==> src/rtl/mips_dbg_pkg.sv <==
// rtl/mips_dbg_pkg.sv - command opcodes and run-state encoding for the core clock sequencer
package mips_dbg_pkg;

    localparam logic [2:0] OP_HALT   = 3'b000;
    localparam logic [2:0] OP_RUN    = 3'b001;
    localparam logic [2:0] OP_STEP   = 3'b010;
    localparam logic [2:0] OP_SET_BP = 3'b011;
    localparam logic [2:0] OP_CLR_BP = 3'b100;

    typedef enum logic [1:0] {
        ST_HALT  = 2'd0,
        ST_RUN   = 2'd1,
        ST_STEP  = 2'd2,
        ST_BREAK = 2'd3
    } run_state_e;

endpackage

==> src/rtl/clk_run_ctrl_if.sv <==
// rtl/clk_run_ctrl_if.sv - debugger command port (valid/ready with opcode and argument)
// Ports carried: cmd_valid, cmd_ready, cmd_op[2:0], cmd_arg[PC_W-1:0].
// master drives the command, slave (the sequencer) returns cmd_ready.
interface clk_run_ctrl_if #(
    parameter int PC_W = 32
) ();
    logic            cmd_valid;
    logic            cmd_ready;
    logic [2:0]      cmd_op;
    logic [PC_W-1:0] cmd_arg;

    modport master (output cmd_valid, output cmd_op, output cmd_arg, input cmd_ready);
    modport slave  (input cmd_valid, input cmd_op, input cmd_arg, output cmd_ready);
endinterface

==> src/rtl/dbg_bp_match.sv <==
// rtl/dbg_bp_match.sv - breakpoint address/valid registers and PC equality compare
// Ports: clk, rst (async high), set_i/clr_i (load or invalidate breakpoint),
//        addr_i (new breakpoint address), pc_i (current PC), match_o (valid && pc==addr).
module dbg_bp_match #(
    parameter int PC_W = 32
) (
    input  logic            clk,
    input  logic            rst,
    input  logic            set_i,
    input  logic            clr_i,
    input  logic [PC_W-1:0] addr_i,
    input  logic [PC_W-1:0] pc_i,
    output logic            match_o
);
    logic [PC_W-1:0] bp_addr_q;
    logic            bp_valid_q;

    always_ff @(posedge clk or posedge rst) begin
        if (rst) begin
            bp_addr_q  <= '0;
            bp_valid_q <= 1'b0;
        end else if (set_i) begin
            bp_addr_q  <= addr_i;
            bp_valid_q <= 1'b1;
        end else if (clr_i) begin
            bp_valid_q <= 1'b0;
        end
    end

    // Compare uses the registered address, so a SET_BP landing in the same
    // cycle as a hit still sees the previous breakpoint.
    assign match_o = bp_valid_q && (pc_i == bp_addr_q);
endmodule

==> src/rtl/clk_run_ctrl.sv <==
// rtl/clk_run_ctrl.sv - run/halt/step/breakpoint sequencer producing the core clock enable
// Ports: clk, rst (async high), cmd (command port, slave side), pc (PC executed when
//        core_en=1), core_en (clock enable), halted (HALT or BREAK), brk_hit (BREAK),
//        en_cycles (wrapping count of enabled cycles).
module clk_run_ctrl
    import mips_dbg_pkg::*;
#(
    parameter int PC_W  = 32,
    parameter int CNT_W = 16
) (
    input  logic             clk,
    input  logic             rst,
    clk_run_ctrl_if.slave    cmd,
    input  logic [PC_W-1:0]  pc,
    output logic             core_en,
    output logic             halted,
    output logic             brk_hit,
    output logic [CNT_W-1:0] en_cycles
);
    localparam logic [CNT_W-1:0] CNT_ONE = CNT_W'(1);

    run_state_e       state_q, state_d;
    logic [CNT_W-1:0] step_cnt_q, step_cnt_d;
    logic [CNT_W-1:0] en_cycles_q, en_cycles_d;
    logic             skip_bp_q, skip_bp_d;
    logic             bp_match, bp_hit, accept;
    logic [CNT_W-1:0] step_arg;

    dbg_bp_match #(.PC_W(PC_W)) u_bp (
        .clk     (clk),
        .rst     (rst),
        .set_i   (accept && cmd.cmd_op == OP_SET_BP),
        .clr_i   (accept && cmd.cmd_op == OP_CLR_BP),
        .addr_i  (cmd.cmd_arg),
        .pc_i    (pc),
        .match_o (bp_match)
    );

    // skip_bp masks the breakpoint for the first RUN cycle so a resume from
    // BREAK executes the instruction it stopped on.
    assign bp_hit    = bp_match && (state_q == ST_RUN) && !skip_bp_q;
    assign core_en   = ((state_q == ST_RUN) && !bp_hit) || (state_q == ST_STEP);
    assign halted    = (state_q == ST_HALT) || (state_q == ST_BREAK);
    assign brk_hit   = (state_q == ST_BREAK);
    assign en_cycles = en_cycles_q;

    // Only HALT can interrupt a step sequence.
    assign cmd.cmd_ready = (state_q != ST_STEP) || (cmd.cmd_op == OP_HALT);
    assign accept        = cmd.cmd_valid && cmd.cmd_ready;
    assign step_arg      = cmd.cmd_arg[CNT_W-1:0];

    always_comb begin
        state_d     = state_q;
        step_cnt_d  = step_cnt_q;
        skip_bp_d   = 1'b0;
        en_cycles_d = core_en ? en_cycles_q + CNT_ONE : en_cycles_q;

        case (state_q)
            ST_RUN: begin
                if (bp_hit) state_d = ST_BREAK;
            end
            ST_STEP: begin
                step_cnt_d = step_cnt_q - CNT_ONE;
                if (step_cnt_q == CNT_ONE) state_d = ST_HALT;
            end
            default: ;
        endcase

        // State-changing commands override breakpoint and step completion.
        if (accept) begin
            case (cmd.cmd_op)
                OP_HALT: state_d = ST_HALT;
                OP_RUN: begin
                    state_d   = ST_RUN;
                    skip_bp_d = 1'b1;
                end
                OP_STEP: begin
                    state_d    = ST_STEP;
                    step_cnt_d = (step_arg == '0) ? CNT_ONE : step_arg;
                end
                default: ;
            endcase
        end
    end

    always_ff @(posedge clk or posedge rst) begin
        if (rst) begin
            state_q     <= ST_HALT;
            step_cnt_q  <= '0;
            skip_bp_q   <= 1'b0;
            en_cycles_q <= '0;
        end else begin
            state_q     <= state_d;
            step_cnt_q  <= step_cnt_d;
            skip_bp_q   <= skip_bp_d;
            en_cycles_q <= en_cycles_d;
        end
    end
endmodule

==> src/flat_wrapper.sv <==
// flat-port wrapper written by rule: the top's interface ports become plain ports
module clk_run_ctrl_flat import mips_dbg_pkg::*;
#(
    parameter int PC_W  = 32,
    parameter int CNT_W = 16
)
  (clk, rst, pc, core_en, halted, brk_hit, en_cycles, cmd_cmd_valid, cmd_cmd_op, cmd_cmd_arg, cmd_cmd_ready);
  clk_run_ctrl_if #(.PC_W(PC_W)) cmd_i ();
  input  logic clk;
  input  logic rst;
  input  logic [PC_W-1:0] pc;
  output logic core_en;
  output logic halted;
  output logic brk_hit;
  output logic [CNT_W-1:0] en_cycles;
  input wire logic [$bits(cmd_i.cmd_valid)-1:0] cmd_cmd_valid;
  input wire logic [$bits(cmd_i.cmd_op)-1:0] cmd_cmd_op;
  input wire logic [$bits(cmd_i.cmd_arg)-1:0] cmd_cmd_arg;
  output wire logic [$bits(cmd_i.cmd_ready)-1:0] cmd_cmd_ready;
  assign cmd_i.cmd_valid = cmd_cmd_valid;
  assign cmd_i.cmd_op = cmd_cmd_op;
  assign cmd_i.cmd_arg = cmd_cmd_arg;
  assign cmd_cmd_ready = cmd_i.cmd_ready;
  clk_run_ctrl #(.PC_W(PC_W), .CNT_W(CNT_W)) u_core (.clk(clk), .rst(rst), .cmd(cmd_i), .pc(pc), .core_en(core_en), .halted(halted), .brk_hit(brk_hit), .en_cycles(en_cycles));
endmodule
==> config.mk <==
export PLATFORM = sky130hd
export DESIGN_NAME = clk_run_ctrl_flat
export DESIGN_NICKNAME = d
export VERILOG_FILES = /design/src/rtl/mips_dbg_pkg.sv /design/src/rtl/clk_run_ctrl_if.sv /design/src/rtl/dbg_bp_match.sv /design/src/rtl/clk_run_ctrl.sv /design/src/flat_wrapper.sv
export SDC_FILE = /design/constraint.sdc
export NUM_CORES = 1
export LEC_CHECK = 0
export CAP_MARGIN = 20
export CORE_ASPECT_RATIO = 1.1
export CORE_MARGIN = 3
export CORE_UTILIZATION = 49
export CTS_BUF_LIST = sky130_fd_sc_hd__clkbuf_8 sky130_fd_sc_hd__clkbuf_16
export CTS_CLUSTER_DIAMETER = 200
export DETAILED_ROUTE_END_ITERATION = 8
export PLACE_DENSITY = 0.82
export RECOVER_POWER = 50
export SLEW_MARGIN = 20
export SYNTH_ARGS = -nofsm -noshare
export SYNTH_HDL_FRONTEND = slang
export SYNTH_SLANG_ARGS = --single-unit
==> constraint.sdc <==
create_clock -name clk -period 3.35 [get_ports clk]
set_input_delay 1.005 -clock clk [delete_from_list [all_inputs] [get_ports clk]]
set_output_delay 1.005 -clock clk [all_outputs]
set_load 0.05 [all_outputs]
Yosys cells after proc, flatten, opt, wreduce, memory -nomap -nowiden

Index checks and enable logic that the tools add are counted.

Muxes and demuxes: 13
Add/sub/neg operators: 2
Reductions and logical operators: 16
Eq/ne operators: 10

Operator list:

| kind                                                 | number |
|---|---|
| two-way mux 16 bit                                   | 4 |
| equality test 32 bit                                 | 1 |
| adder 16 x 1 -> 16 bit, second input constant        | 1 |
| equality test 16 x 1 -> 1 bit, second input constant | 1 |
| logical NOT 16 bit                                   | 1 |
| subtractor 16 x 1 -> 16 bit, second input constant   | 1 |
| logical AND 1 bit                                    | 7 |
| equality test 3 x 2 -> 1 bit, second input constant  | 2 |
| two-way mux 2 bit                                    | 3 |
| case mux 2 bit (3 select lines)                      | 1 |
| equality test 2 bit, second input constant           | 2 |
| two-way mux 1 bit                                    | 4 |
| case mux 2 bit (2 select lines)                      | 1 |
| equality test 3 x 1 -> 1 bit, second input constant  | 1 |
| equality test 3 bit, second input constant           | 1 |
| logical NOT 3 bit                                    | 1 |
| logical OR 1 bit                                     | 3 |
| equality test 2 x 1 -> 1 bit, second input constant  | 1 |
| logical NOT 1 bit                                    | 2 |
| logical NOT 2 bit                                    | 1 |
| inequality test 2 bit, second input constant         | 1 |
| nonzero test 2 bit                                   | 1 |

Logic and storage cells: 47
Register bits: 68
Output and inout port bits: 20
Bits of input ports: 70

Depth between registers and ports, before layout

Word-level depth: 8
Depth in mapped cells: 9
Depth with buffers taken out: 8

Cells and area by module

A second synthesis with hierarchy kept.

Cell total of the unflattened synthesis: 303
Area, all modules: 3470.8 µm²

Modules (own cells, without submodules):

| module       | instances | area each (µm²) | cells an instance | seq. area each (µm²) |
|---|---|---|---|---|
| clk_run_ctrl | 1         | 1894.3          | 187               | 875.8 |
| dbg_bp_match | 1         | 1576.5          | 116               | 825.8 |

Worst setup path after synthesis

OpenSTA, ideal clock, no wires.

Path type: input -> output
Start point: in pc[10]
End point: out core_en
Path slack: 0.128 ns
Stages: 6
Arrival time: 2.217 ns
Buffers on the path: 0
Data required time: 2.345 ns
Cell sequence: xnor2_1 > nand4_1 > nor4_2 > a31oi_2 > nor2_1 > inv_1

Longest elaborated chain between the ends: 7

RTL lines:

| item                           | RTL line           | source |
|---|---|---|
| start, declared                | flat_wrapper.sv:11 | `input logic [PC_W-1:0] pc;` |
| equality test 32 bit           | dbg_bp_match.sv:32 | `assign match_o = bp_valid_q && (pc_i == bp_addr_q);` |
| logical AND 1 bit              | dbg_bp_match.sv:32 |  |
| logical AND 1 bit (2 in a row) | clk_run_ctrl.sv:41 | `assign bp_hit = bp_match && (state_q == ST_RUN) && !skip_bp_q;` |
| logical NOT 1 bit              | clk_run_ctrl.sv:42 | `assign core_en = ((state_q == ST_RUN) && !bp_hit) \|\| (state_q == ST_STEP);` |
| logical AND 1 bit              | clk_run_ctrl.sv:42 |  |
| logical OR 1 bit               | clk_run_ctrl.sv:42 |  |
| end, declared                  | flat_wrapper.sv:12 | `output logic core_en;` |

Every way passes these cells.

Final worst setup path

Start point: in pc[5]
End point: out core_en

Same word-level chain as after synthesis.

==> flow_summary_export.csv <==
group,metric,value,unit
grt,grt_pass1_wl,13500,um
synthesis,synth_top_area_share,47.67,%
die,chipHeight,95.52,um
sta,slew_violations,69,
clock_network,h-tree-depth,3,
clock_network,clk_pin_slew,0.07,ns
drt,drt_iter0_drc,88,
power_and_ir_drop,seqPwrFrac,37.8,%
power_and_ir_drop,power_frac_clock,22.8,%
synthesis,syn_area,3570,um^2
worst_hold_path,worstHoldPathType,"register to register",
sta,finalCritPeriodShare,99.26,%
grt,track_usage,20.86,%
power_and_ir_drop,leakagePower,2.033,nW
clock_network,cts_buffers,9,
drt,avgViaCountPerCell,5.518,
die,fp.dieW,87.38,um
clock_network,clock_sinks,68,
drt,firstDrtPassIters,6,
power_and_ir_drop,switchingPower,0.001340,W
clock_network,cts_max_path_buffers,2,
critical_path,cp_max_fo,2,
power_and_ir_drop,p_comb_share,39.3,%
die,dieArea,8347,um^2
cells_and_area,stdcell_area,4866,um^2
sta,worst_pin_slew,1.631,ns
sta,clock_skew,0.009170,ns
sta,maxSlewHeadroom,-8.742,%
grt,grt_overflow,0,
power_and_ir_drop,power,0.003616,W
synthesis,yosys_warnings,0,
synthesis,async_reset_ff_share,100.0,%
synthesis,yosysMostFrequentCell,"dfrtp_1",
sta,setup_ws,0.02478,ns
synthesis,synth_cell_types,39,
synthesis,synth_commonest_cells,"68 x dfrtp_1, 55 x xnor2_1, 24 x nand2_1",
cells_and_area,syn2layout_area_growth,36.31,%
sta,fmax,300.7,MHz
placed_design,place_congestion,0.9247,
critical_path,critPathLaunchType,"primary input",
synthesis,ys_ff_latch,68,
drt,drc,0,
cells_and_area,layout.cells.non_filler,504,
power_and_ir_drop,powerDensity,743.1,nW/um^2
drt,vias,2781,
critical_path,slowest_delay,0.41,ns
placed_design,dp_hpwl,6070,um
clock_network,clock_latency,0.34,ns
status,outcome,"complete, but fails checks",
die,rows,32,
grt,grt_max_degree,69,
synthesis,post_synth.cell_area_avg,11.33,um^2
critical_path,cp.arrival,2.32,ns
critical_path,critical_path.slowest_cell,"clkdlybuf4s50_1",
sta,hold_violations,0,
clock_network,cts_hold_buf,0,
sta,finalHoldWorstSlack,0.4777,ns
synthesis,yosys-top-cells-area,"dfrtp_1 48%, xnor2_1 13%, mux2_2 7.3%",
drt,drt_wl_total,8252,um
clock_network,cts_tree,"built",
synthesis,synth_top_area_cell,"dfrtp_1",
grt,first_global_vias,2853,
critical_path,crit_chain,"clkdlybuf4s50_1 > xor2_1 > nor3_2 > a31oi_4 > nor2_2 > inv_1 > buf_6",
synthesis,synth-edff-count,0,
sta,period_needed,3.325,ns
placed_design,place_ws,-0.4290,ns
cells_and_area,antenna_cells,0,
sta,rsz0062_at_grt,"true",
power_and_ir_drop,netSwitchingFraction,37.05,%
synthesis,synthFlopType,"dfrtp_1",
drt,detail_route.wl_per_cell,16.37,um
run,max_cap_viol_count,1,
die,io_pins,90,
drt,ant_nets,0,
sta,setup_violations,0,
status,failed_checks,"max-capacitance violations, max-slew violations",
critical_path,path_class,"primary input to output pin",
synthesis,ys_seq_area_share,47.67,%
die,start_util,50.66,%
critical_path,cp.required,2.34,ns
synthesis,syn_inst,315,
placed_design,dp_cells,486,
critical_path,end_kind,"output pin",
synthesis,syn-num-nets,391,
power_and_ir_drop,peakVddDrop,0.6592,mV
placed_design,placed_area,4578,um^2
die,core,7047,um^2
grt,antenna_found_initial,0,
cells_and_area,num-nets-final,490,
cells_and_area,drive_gt1_share,25.78,%
placed_design,portBuffers,89,
clock_network,root_buffer,"clkbuf_8",
power_and_ir_drop,p_int,0.002276,W
## worst max-delay path, delay by kind of cell
kind / cells / cell delay [ns]
buf+inv: 3 / 0.62
simple gates: 2 / 0.39
xor+xnor: 1 / 0.15
compound gates: 1 / 0.15
## registers in the layout (all words and copies together), names as in the netlist
name                    count
u_core.en_cycles           16
u_core.skip_bp_q            1
u_core.state_q              2
u_core.step_cnt_q          16
u_core.u_bp.bp_addr_q      32
u_core.u_bp.bp_valid_q      1
## path summary, 6_finish.rpt
check / from / end / slack [ns] / depth (start not counted)
worst max-delay path: pc[5] / core_en / 0.02 / 7
min in group asynchronous: rst / u_core.u_bp.bp_addr_q[20] / 1.68 / 3
worst min-delay path: u_core.en_cycles[15] / u_core.en_cycles[15] / 0.48 / 1
max in group asynchronous: rst / u_core.u_bp.bp_addr_q[14] / 0.70 / 3
worst min register to register: u_core.en_cycles[15] / u_core.en_cycles[15] / 0.48 / 1
worst max register to register: u_core.state_q[0] / u_core.step_cnt_q[12] / 1.23 / 9
## power by group through the flow
stage / combinational [W] / clock [W] / sequential [W]
3_3_place_gp: 0.00133 / 0 / 0.00135
3_5_place_dp: 0.00137 / 0 / 0.00136
5_1_grt: 0.00154 / 0.000872 / 0.00141
6_report: 0.00142 / 0.000826 / 0.00137
2_1_floorplan: 0.000840 / 0 / 0.00145
4_1_cts: 0.00143 / 0.000840 / 0.00136
## placed cells by master (no fill, tap or decap), drive strengths merged, types with 2 or more instances in the layout
cell / Yosys / layout
a21oi: 3 / 3
and3: 5 / 5
and4: 2 / 2
buf: 7 / 35
bufinv: 0 / 3
clkbuf: 6 / 15
clkdlybuf4s15: 0 / 3
clkdlybuf4s50: 0 / 55
clkinv: 0 / 3
dfrtp: 68 / 68
dlygate4sd3: 0 / 2
ha: 6 / 6
inv: 10 / 9
mux2: 32 / 32
nand2: 24 / 24
nand2b: 2 / 2
nand3: 2 / 2
nand4: 8 / 8
nand4b: 2 / 2
nor2: 9 / 9
nor3: 11 / 11
nor4: 12 / 12
o2111ai: 6 / 6
o211ai: 6 / 6
o21ai: 21 / 21
o31ai: 2 / 2
xnor2: 55 / 55
xor2: 7 / 7
## logic make-up (layout without fill, tap and decap cells)
logic type / after synthesis / count (layout) / synth area share (%)
compound gates: 42 / 42 / 8.797
flops: 68 / 68 / 47.67
simple gates: 81 / 81 / 12.44
buf+inv: 23 / 127 / 3.400
fa+ha+maj: 6 / 6 / 2.103
mux: 33 / 33 / 10.38
xor+xnor: 62 / 62 / 15.21
## what timing repair did
item                       4_1_cts  5_1_grt
hold endpoints to repair         0        0
pin swaps                       41       18
setup endpoints to repair        1        1
buffers inserted                 1        1
gates resized for setup        110       18
gates cloned                     0        0
## through the flow
stage,utilization (%),setup TNS [ns]
2_1_floorplan,-,0
3_3_place_gp,64.97,-0.4186
3_5_place_dp,64.97,-0.4290
4_1_cts,69.07,-0.01861
5_1_grt,69.05,-0.07045
6_report,69.05,0
## cell type report
cell class              instances  area (um^2)
inverters                      10        37.54
fillers                       526         2181
clock inverters                 6        111.4
well taps                      85        106.4
clock buffers                  10        137.6
flip-flops and latches         68         1702
repair buffers                101        902.1
multi-input cells             224         1869
## routing by layer
layer | GRT usage (%) | vias up | part of all wire [%]
met5 | 0 | - | 0
li1 | - | 1316 | -
met4 | 7.289 | 0 | 1.9
met2 | 34.42 | 82 | 49
met3 | 3.976 | 12 | 5.2
met1 | 27.39 | 1371 | 44
Power figures use the tool's default switching activity.
